**src/rtl/i2c_slave_target.sv**
```systemverilog
// i2c_slave_target: single-address I2C target with oversampled SCL/SDA.
// Optional majority glitch filter: define I2C_TARGET_GLITCH_FILTER_EN.
module i2c_slave_target #(
   parameter int                    ADDR_WIDTH  = 7,
   parameter int                    DATA_WIDTH  = 8,
   parameter logic [ADDR_WIDTH-1:0] TARGET_ADDR = 7'h50
) (
   input  logic                  clk,
   input  logic                  reset,
   input  logic                  i2c_scl,
   input  logic                  i2c_sda,
   output logic                  sda_oe,
   output logic [DATA_WIDTH-1:0] rx_data,
   output logic                  rx_valid,
   input  logic [DATA_WIDTH-1:0] tx_data,
   output logic                  tx_load,
   output logic                  busy
);

   localparam int CW = $clog2(DATA_WIDTH + 1);

   typedef enum logic [2:0] {
      IDLE, ADDR, ADDR_ACK, WRITE, WRITE_ACK, READ, READ_ACK, IGNORE
   } state_t;

   state_t                state, state_n;
   logic [1:0]            scl_sync, sda_sync;
   logic                  scl_f, sda_f, scl_q, sda_q;
   logic                  scl_rise, scl_fall, sda_rise, sda_fall;
   logic                  start, stop;
   logic [CW-1:0]         cnt, cnt_n;
   logic [DATA_WIDTH-1:0] shreg, shreg_n, rx_data_n;
   logic                  rw, rw_n, phase, phase_n, oe_n, rx_valid_n;

   // two-stage synchronizers, idle-high after reset
   always_ff @(posedge clk or negedge reset) begin
      if (!reset) begin
         scl_sync <= 2'b11;
         sda_sync <= 2'b11;
      end else begin
         scl_sync <= {scl_sync[0], i2c_scl};
         sda_sync <= {sda_sync[0], i2c_sda};
      end
   end

`ifdef I2C_TARGET_GLITCH_FILTER_EN
   logic [2:0] scl_hist, sda_hist;

   // three-sample history feeding a majority vote
   always_ff @(posedge clk or negedge reset) begin
      if (!reset) begin
         scl_hist <= 3'b111;
         sda_hist <= 3'b111;
      end else begin
         scl_hist <= {scl_hist[1:0], scl_sync[1]};
         sda_hist <= {sda_hist[1:0], sda_sync[1]};
      end
   end

   assign scl_f = (scl_hist[0] & scl_hist[1]) |
                  (scl_hist[0] & scl_hist[2]) |
                  (scl_hist[1] & scl_hist[2]);
   assign sda_f = (sda_hist[0] & sda_hist[1]) |
                  (sda_hist[0] & sda_hist[2]) |
                  (sda_hist[1] & sda_hist[2]);
`else
   assign scl_f = scl_sync[1];
   assign sda_f = sda_sync[1];
`endif

   // previous-sample register for edge detection
   always_ff @(posedge clk or negedge reset) begin
      if (!reset) begin
         scl_q <= 1'b1;
         sda_q <= 1'b1;
      end else begin
         scl_q <= scl_f;
         sda_q <= sda_f;
      end
   end

   assign scl_rise = scl_f & ~scl_q;
   assign scl_fall = ~scl_f & scl_q;
   assign sda_rise = sda_f & ~sda_q;
   assign sda_fall = ~sda_f & sda_q;
   assign start    = sda_fall & scl_f;
   assign stop     = sda_rise & scl_f;

   assign busy = (state == ADDR_ACK) || (state == WRITE) ||
                 (state == WRITE_ACK) || (state == READ) ||
                 (state == READ_ACK);

   // protocol state and datapath registers
   always_ff @(posedge clk or negedge reset) begin
      if (!reset) begin
         state    <= IDLE;
         cnt      <= '0;
         shreg    <= '0;
         rw       <= 1'b0;
         phase    <= 1'b0;
         sda_oe   <= 1'b0;
         rx_data  <= '0;
         rx_valid <= 1'b0;
      end else begin
         state    <= state_n;
         cnt      <= cnt_n;
         shreg    <= shreg_n;
         rw       <= rw_n;
         phase    <= phase_n;
         sda_oe   <= oe_n;
         rx_data  <= rx_data_n;
         rx_valid <= rx_valid_n;
      end
   end

   // next-state, bit handling and strobes
   always_comb begin
      state_n    = state;
      cnt_n      = cnt;
      shreg_n    = shreg;
      rw_n       = rw;
      phase_n    = phase;
      oe_n       = sda_oe;
      rx_data_n  = rx_data;
      rx_valid_n = 1'b0;
      tx_load    = 1'b0;
      if (start) begin
         state_n = ADDR;
         cnt_n   = '0;
         oe_n    = 1'b0;
         phase_n = 1'b0;
      end else if (stop) begin
         state_n = IDLE;
         cnt_n   = '0;
         oe_n    = 1'b0;
      end else begin
         unique case (state)
            IDLE: ;
            ADDR: if (scl_rise) begin
               shreg_n = {shreg[DATA_WIDTH-2:0], sda_f};
               cnt_n   = cnt + 1'b1;
               if (cnt == CW'(ADDR_WIDTH)) begin
                  cnt_n = '0;
                  if (shreg[ADDR_WIDTH-1:0] == TARGET_ADDR) begin
                     state_n = ADDR_ACK;
                     rw_n    = sda_f;
                     phase_n = 1'b0;
                  end else begin
                     state_n = IGNORE;
                  end
               end
            end
            ADDR_ACK, WRITE_ACK: if (scl_fall) begin
               if (!phase) begin
                  oe_n    = 1'b1;
                  phase_n = 1'b1;
               end else begin
                  oe_n    = 1'b0;
                  phase_n = 1'b0;
                  cnt_n   = '0;
                  state_n = WRITE;
                  if (state == ADDR_ACK && rw) begin
                     tx_load = 1'b1;
                     shreg_n = {tx_data[DATA_WIDTH-2:0], 1'b0};
                     oe_n    = ~tx_data[DATA_WIDTH-1];
                     cnt_n   = CW'(1);
                     state_n = READ;
                  end
               end
            end
            WRITE: if (scl_rise) begin
               shreg_n = {shreg[DATA_WIDTH-2:0], sda_f};
               cnt_n   = cnt + 1'b1;
               if (cnt == CW'(DATA_WIDTH - 1)) begin
                  rx_data_n  = {shreg[DATA_WIDTH-2:0], sda_f};
                  rx_valid_n = 1'b1;
                  cnt_n      = '0;
                  phase_n    = 1'b0;
                  state_n    = WRITE_ACK;
               end
            end
            READ: if (scl_fall) begin
               if (cnt == CW'(DATA_WIDTH)) begin
                  oe_n    = 1'b0;
                  phase_n = 1'b0;
                  state_n = READ_ACK;
               end else begin
                  oe_n    = ~shreg[DATA_WIDTH-1];
                  shreg_n = {shreg[DATA_WIDTH-2:0], 1'b0};
                  cnt_n   = cnt + 1'b1;
               end
            end
            READ_ACK: begin
               if (scl_rise) begin
                  if (sda_f) state_n = IGNORE;
                  else       phase_n = 1'b1;
               end else if (scl_fall && phase) begin
                  tx_load = 1'b1;
                  shreg_n = {tx_data[DATA_WIDTH-2:0], 1'b0};
                  oe_n    = ~tx_data[DATA_WIDTH-1];
                  cnt_n   = CW'(1);
                  phase_n = 1'b0;
                  state_n = READ;
               end
            end
            IGNORE: oe_n = 1'b0;
            default: state_n = IDLE;
         endcase
      end
   end

endmodule

```
**config.mk**
```make
export PLATFORM = sky130hd
export DESIGN_NAME = i2c_slave_target
export DESIGN_NICKNAME = d
export VERILOG_FILES = /design/src/rtl/i2c_slave_target.sv
export SDC_FILE = /design/constraint.sdc
export NUM_CORES = 1
export LEC_CHECK = 0
export CORE_MARGIN = 2
export CORE_UTILIZATION = 25
export DETAILED_ROUTE_END_ITERATION = 8
export PLACE_DENSITY_LB_ADDON = 0.15
export SLEW_MARGIN = 10
export SYNTH_ARGS = -nofsm -noshare
export SYNTH_HDL_FRONTEND = slang
export SYNTH_SLANG_ARGS = --single-unit
```
**constraint.sdc**
```tcl
create_clock -name clk -period 4.1 [get_ports clk]
set_clock_uncertainty 0.1 [all_clocks]
set_input_delay 0.615 -clock clk [delete_from_list [all_inputs] [get_ports clk]]
set_output_delay 0.615 -clock clk [all_outputs]
set_load 0.01 [all_outputs]
```
-- Yosys cells after proc, flatten, opt, wreduce, memory -nomap -nowiden
Cells that the tools add are included.
- output and inout bits: 12
- flip-flop bits (word level): 33
- bits of input ports: 12
- reductions and logical operators: 20
- bitwise gates (word level): 14
- mux-type cells: 75
- equal/unequal tests: 43
- $add $sub $neg: 1
- operators with widths (operator ; count):
    8-bit two-way mux ; 8
    3-bit two-way mux ; 15
    4-bit two-way mux ; 10
    1-bit two-way mux ; 36
    4-bit != test, second input constant ; 9
    8-bit one-hot mux with 4 select lines ; 1
    11-bit AND reduction ; 2
    3-bit != test, second input constant ; 6
    6-bit nonzero test ; 3
    4-bit by 3-bit != test with 1-bit output, second input constant ; 4
    4-bit one-hot mux with 4 select lines ; 1
    3-bit one-hot mux with 5 select lines ; 1
    2-bit != test, second input constant ; 7
    3-bit equality test, second input constant ; 4
    12-bit AND reduction ; 1
    5-bit AND reduction ; 2
    1-bit NOT ; 8
    8-bit AND reduction ; 1
    7-bit equality test, second input constant ; 1
    7-bit nonzero test ; 1
    1-bit bitwise AND ; 6
    3-bit by 2-bit equality test with 1-bit output, second input constant ; 2
    3-bit by 2-bit != test with 1-bit output, second input constant ; 2
    6-bit AND reduction ; 1
    other kinds (15) ; 21

-- Logic depth before layout (Yosys ltp)
- depth after elaboration: 8
- gate-level depth with buffers: 8

-- Least setup slack after synthesis
Ideal clock, no wire load.
- kind: register to register
- start: register cnt[0]
- end: register shreg[0]
- path buffers: 0
- period minus slack after synthesis: 2.211 ns
- library setup time: 0.125 ns
- stages on the path, launching flop included: 7
- slack: 1.889 ns
- arrival time: 1.987 ns
- cells stage by stage: dfrtp_1 -> inv_1 -> ha_1 -> and3b_1 -> a32o_2 -> a2111oi_4 -> mux2_2
- longest elaborated chain between the ends: 3
- ends and longest elaborated chain (element ; RTL line ; RTL):
    start, declared ; 31 ; logic [CW-1:0] cnt, cnt_n;
    start signal, assigned ; 106 ; cnt <= cnt_n;
    4-bit equality test ; 183 ; if (cnt == CW'(DATA_WIDTH)) begin
    2-bit != test (no source line) ; -- ;
    11-bit AND reduction (no source line) ; -- ;
    end signal, assigned ; 107 ; shreg <= shreg_n;
    end, declared ; 32 ; logic [DATA_WIDTH-1:0] shreg, shreg_n, rx_data_n;
Every way passes these cells.
A chain may end at the register's enable or synchronous reset.

-- Final worst setup path
- start: register state[0]
- end: output port tx_load
- longest elaborated chain between the ends: 8
- elaborated cells between the ends (all ways): 11
- ends and longest elaborated chain (element ; RTL line ; RTL):
    start, declared ; 26 ; state_t state, state_n;
    start signal, assigned ; 105 ; state <= state_n;
    3-bit by 2-bit equality test with 1-bit output ; 137, 162 ;
    1-bit logical AND ; 162 ; if (state == ADDR_ACK && rw) begin
    1-bit two-way mux ; 162 ;
    1-bit two-way mux ; 154 ; if (!phase) begin
    1-bit two-way mux ; 153 ; ADDR_ACK, WRITE_ACK: if (scl_fall) begin
    1-bit one-hot mux with 2 select lines (*) ; 137 ; unique case (state)
    1-bit two-way mux (*) ; 132 ; end else if (stop) begin
    1-bit two-way mux (*) ; 127 ; if (start) begin
    end, declared ; 16 ; output logic tx_load,
Mark *: on every way between the ends. The rest lies on a longest branch, timed or not.

==> results.toml <==
[status]
outcome = "finished clean"

[timing]
hold_viol = 0
slew_headroom_pct = 46.6
timing.final.max_slew_violations = 0
setup_violations = 0
timing.final.crit_share_pct = 70.2
fmax_ghz = 0.347
fin_crit_ps = 2880
setup_tns_ps = 0
worst_pin_slew_ps = 802
rsz0062_at_grt = "false"

[clock_network]
ctsHoldBuffers = 0
clkTransAtPathRegs_ps = 70
cts_tree = "built"
clk_latency_ps = 280
cts_max_level = 2
clockBufferDepth = 2
cts_resized = 0
cts.sinks = 33
cts_root_buf = "clkbuf_8"
cts_setup_buffers = 0
cts_buffers = 5

[setup_path]
rr_startpoint = "state[0]"
endpoint_kind = "output pin"
cp-endpoint = "tx_load"
required_ps = 3380
path_class = "reg -> out"
rrSetupSlack_ps = 1370
worst_ep_arrival_time_ps = 2160
cp-start-kind = "flip-flop"
rr_worst_depth = 5
cp-startpoint = "state[0]"
timing.rr.end = "shreg[6]"
critPathMaxFanout = 29

[grt]
grt_max_degree = 34
antenna_found_initial = 0
grt_pass1_wl_um = 8050
grtUsageTotal_pct = 12.1
grt_overflow_total = 0
grt_pass1_vias = 1547

[final_layout]
finish.net_count = 221
post_layout_nonfiller_instances = 310
antenna_cells = 0
nFillCells = 784
seq_area_um2 = 833
drive_gt1_share_pct = 21.2
areaGrowthSynthToFinish_pct = 21.9
multiInputGateArea_mm2 = 0.00105

[placement]
hpwl_um = 3270
port_buffers = 23
place_congestion = 0.841
dpl.cell_count = 302

[pwr]
power.leakage_nw = 0.941
vdd_ir_drop_max_v = 0.000171
p_per_area_mw_per_mm2 = 573

[job]
max_cap_violations = 0

[floorplan]
die_area_mm2 = 0.00851
die_y_um = 92.3
num_rows = 32
core_area_mm2 = 0.00765
initial_core_util_pct = 25.5
die_w_um = 92.3
pin_count = 24

[routing]
totalWireLength_um = 4730
drc_errors = 0
first_pass_iters = 4
via_count = 1467
wl_per_cell_um = 15.2
vias_per_cell = 4.73
antenna_left = 0
drt_iter0_markers = 113

[yosys]
synth_async_sr_flop_share_pct = 100
synthFlopType = "dfrtp_1"
synthDistinctLibCells = 48
yosysWarnings = 0
synth_cells = 188
synth_nets = 202
yosysSeqAreaShare_pct = 42.8
synth_area_mm2 = 0.00195
syn_avg_cell_area_um2 = 10.4
ys_ff_latch = 33
synth_edf_count = 0

[worst_hold_path]
hp-class = "reg -> reg"
-- state kept, by name (all words and copies together), names as in the netlist --
signal,flops
shreg,8
rw,1
sda_oe,1
phase,1
sda_q,1
scl_sync,2
scl_q,1
rx_valid,1
sda_sync,2
cnt,4
rx_data,8
state,3
-- per-layer routing --
layer | up-vias | share of wire [%] | track usage, %
li1 | 741 | - | -
met1 | 692 | 50 | 17.4
met2 | 29 | 45 | 18.4
met3 | 5 | 3.6 | 2.47
met4 | 0 | 0.95 | 3.48
met5 | - | 0 | 0
-- kinds of logic after synthesis --
logic type,count (synthesis),synth area share (%)
and+or+nand+nor,61,19.0
AOI/OAI and AO/OA,47,17.1
DFF,33,42.8
muxes,28,16.1
buffers and inverters,16,3.34
adders and majority gates,2,1.28
xor gates and xnor gates,1,0.450
-- final cells by class --
class,count,area share (%)
multi-input combinational,139,44.2
tap,102,5.37
sequential,33,35.1
timing repair buffer,23,9.48
clock buffer,6,3.48
clock inverter,2,1.58
inverter,5,0.790
-- where the power goes --
group / total [W] / internal, W / switching [W]
clock network: 0.000329 / 0.000198 / 0.000131
registers: 0.000531 / 0.000406 / 0.000126
logic: 0.000501 / 0.000272 / 0.000229
total: 0.00136 / 0.000876 / 0.000485
-- critical path: stages (launching register included) --
cell and delay [ps]:
dfrtp_1 680, nor2b_1 350, o21ai_0 180, nor2_1 120, clkdlybuf4s50_1 540
-- metrics by stage --
stage | total power [W] | util (%) | hold slack, ps | worst slack (ps) | cell area [um2]
6_report | 0.00136 | 31.1 | 256 | 1220 | 2370
3_5_place_dp | 0.00104 | 29.5 | 247 | 1380 | 2250
2_1_floorplan | 0.000905 | - | 219 | 1890 | 1950
4_1_cts | 0.00138 | 31.1 | 258 | 1210 | 2370
3_3_place_gp | 0.00105 | 29.5 | 246 | 1400 | 2250
5_1_grt | 0.00147 | 31.1 | 261 | 954 | 2370
-- worst min-delay path by stage --
stage           startpoint          end  slack [ps]  cells after the start
3_5_place_dp   sda_sync[0]  sda_sync[1]         250                      0
5_1_grt        scl_sync[0]  scl_sync[1]         260                      0
3_3_place_gp   sda_sync[0]  sda_sync[1]         250                      0
6_report       sda_sync[0]  sda_sync[1]         260                      0
4_1_cts        sda_sync[0]  sda_sync[1]         260                      0
2_1_floorplan        reset       cnt[0]         220                      0
-- Yosys cell counts (all sizes together) (3+ instances only) --
cell type | n | area share, %
dfrtp | 27 | 35
mux2 | 26 | 15
o21ai | 17 | 4.4
nor2 | 9 | 1.7
and2 | 8 | 2.6
nand2 | 8 | 1.5
a21oi | 6 | 1.5
clkbuf | 6 | 1.2
dfstp | 6 | 8.1
nand3 | 6 | 1.5
nor2b | 6 | 1.9
buf | 5 | 1.2
inv | 5 | 0.96
o211ai | 4 | 1.5
a211oi | 3 | 1.2
a21o | 3 | 1.2
nand3b | 3 | 1.2
nor3 | 3 | 0.77
nor4bb | 3 | 1.5
-- placed cells by master (no fill, tap or decap), types with 3 or more instances in the layout --
master           count
mux2_2              26
nor2_1               9
dfrtp_1             27
nor4bb_1             3
nand3_1              6
nor2b_1              6
nand2_1              8
nor3_1               3
a21oi_1              6
clkdlybuf4s50_1     22
nand3b_1             3
and2_1               7
a21o_1               3
a211oi_1             3
inv_1                5
clkbuf_8             6
o211ai_1             4
dfstp_2              6
o21ai_0             16
No activity file was read; power rests on OpenSTA's default activity.
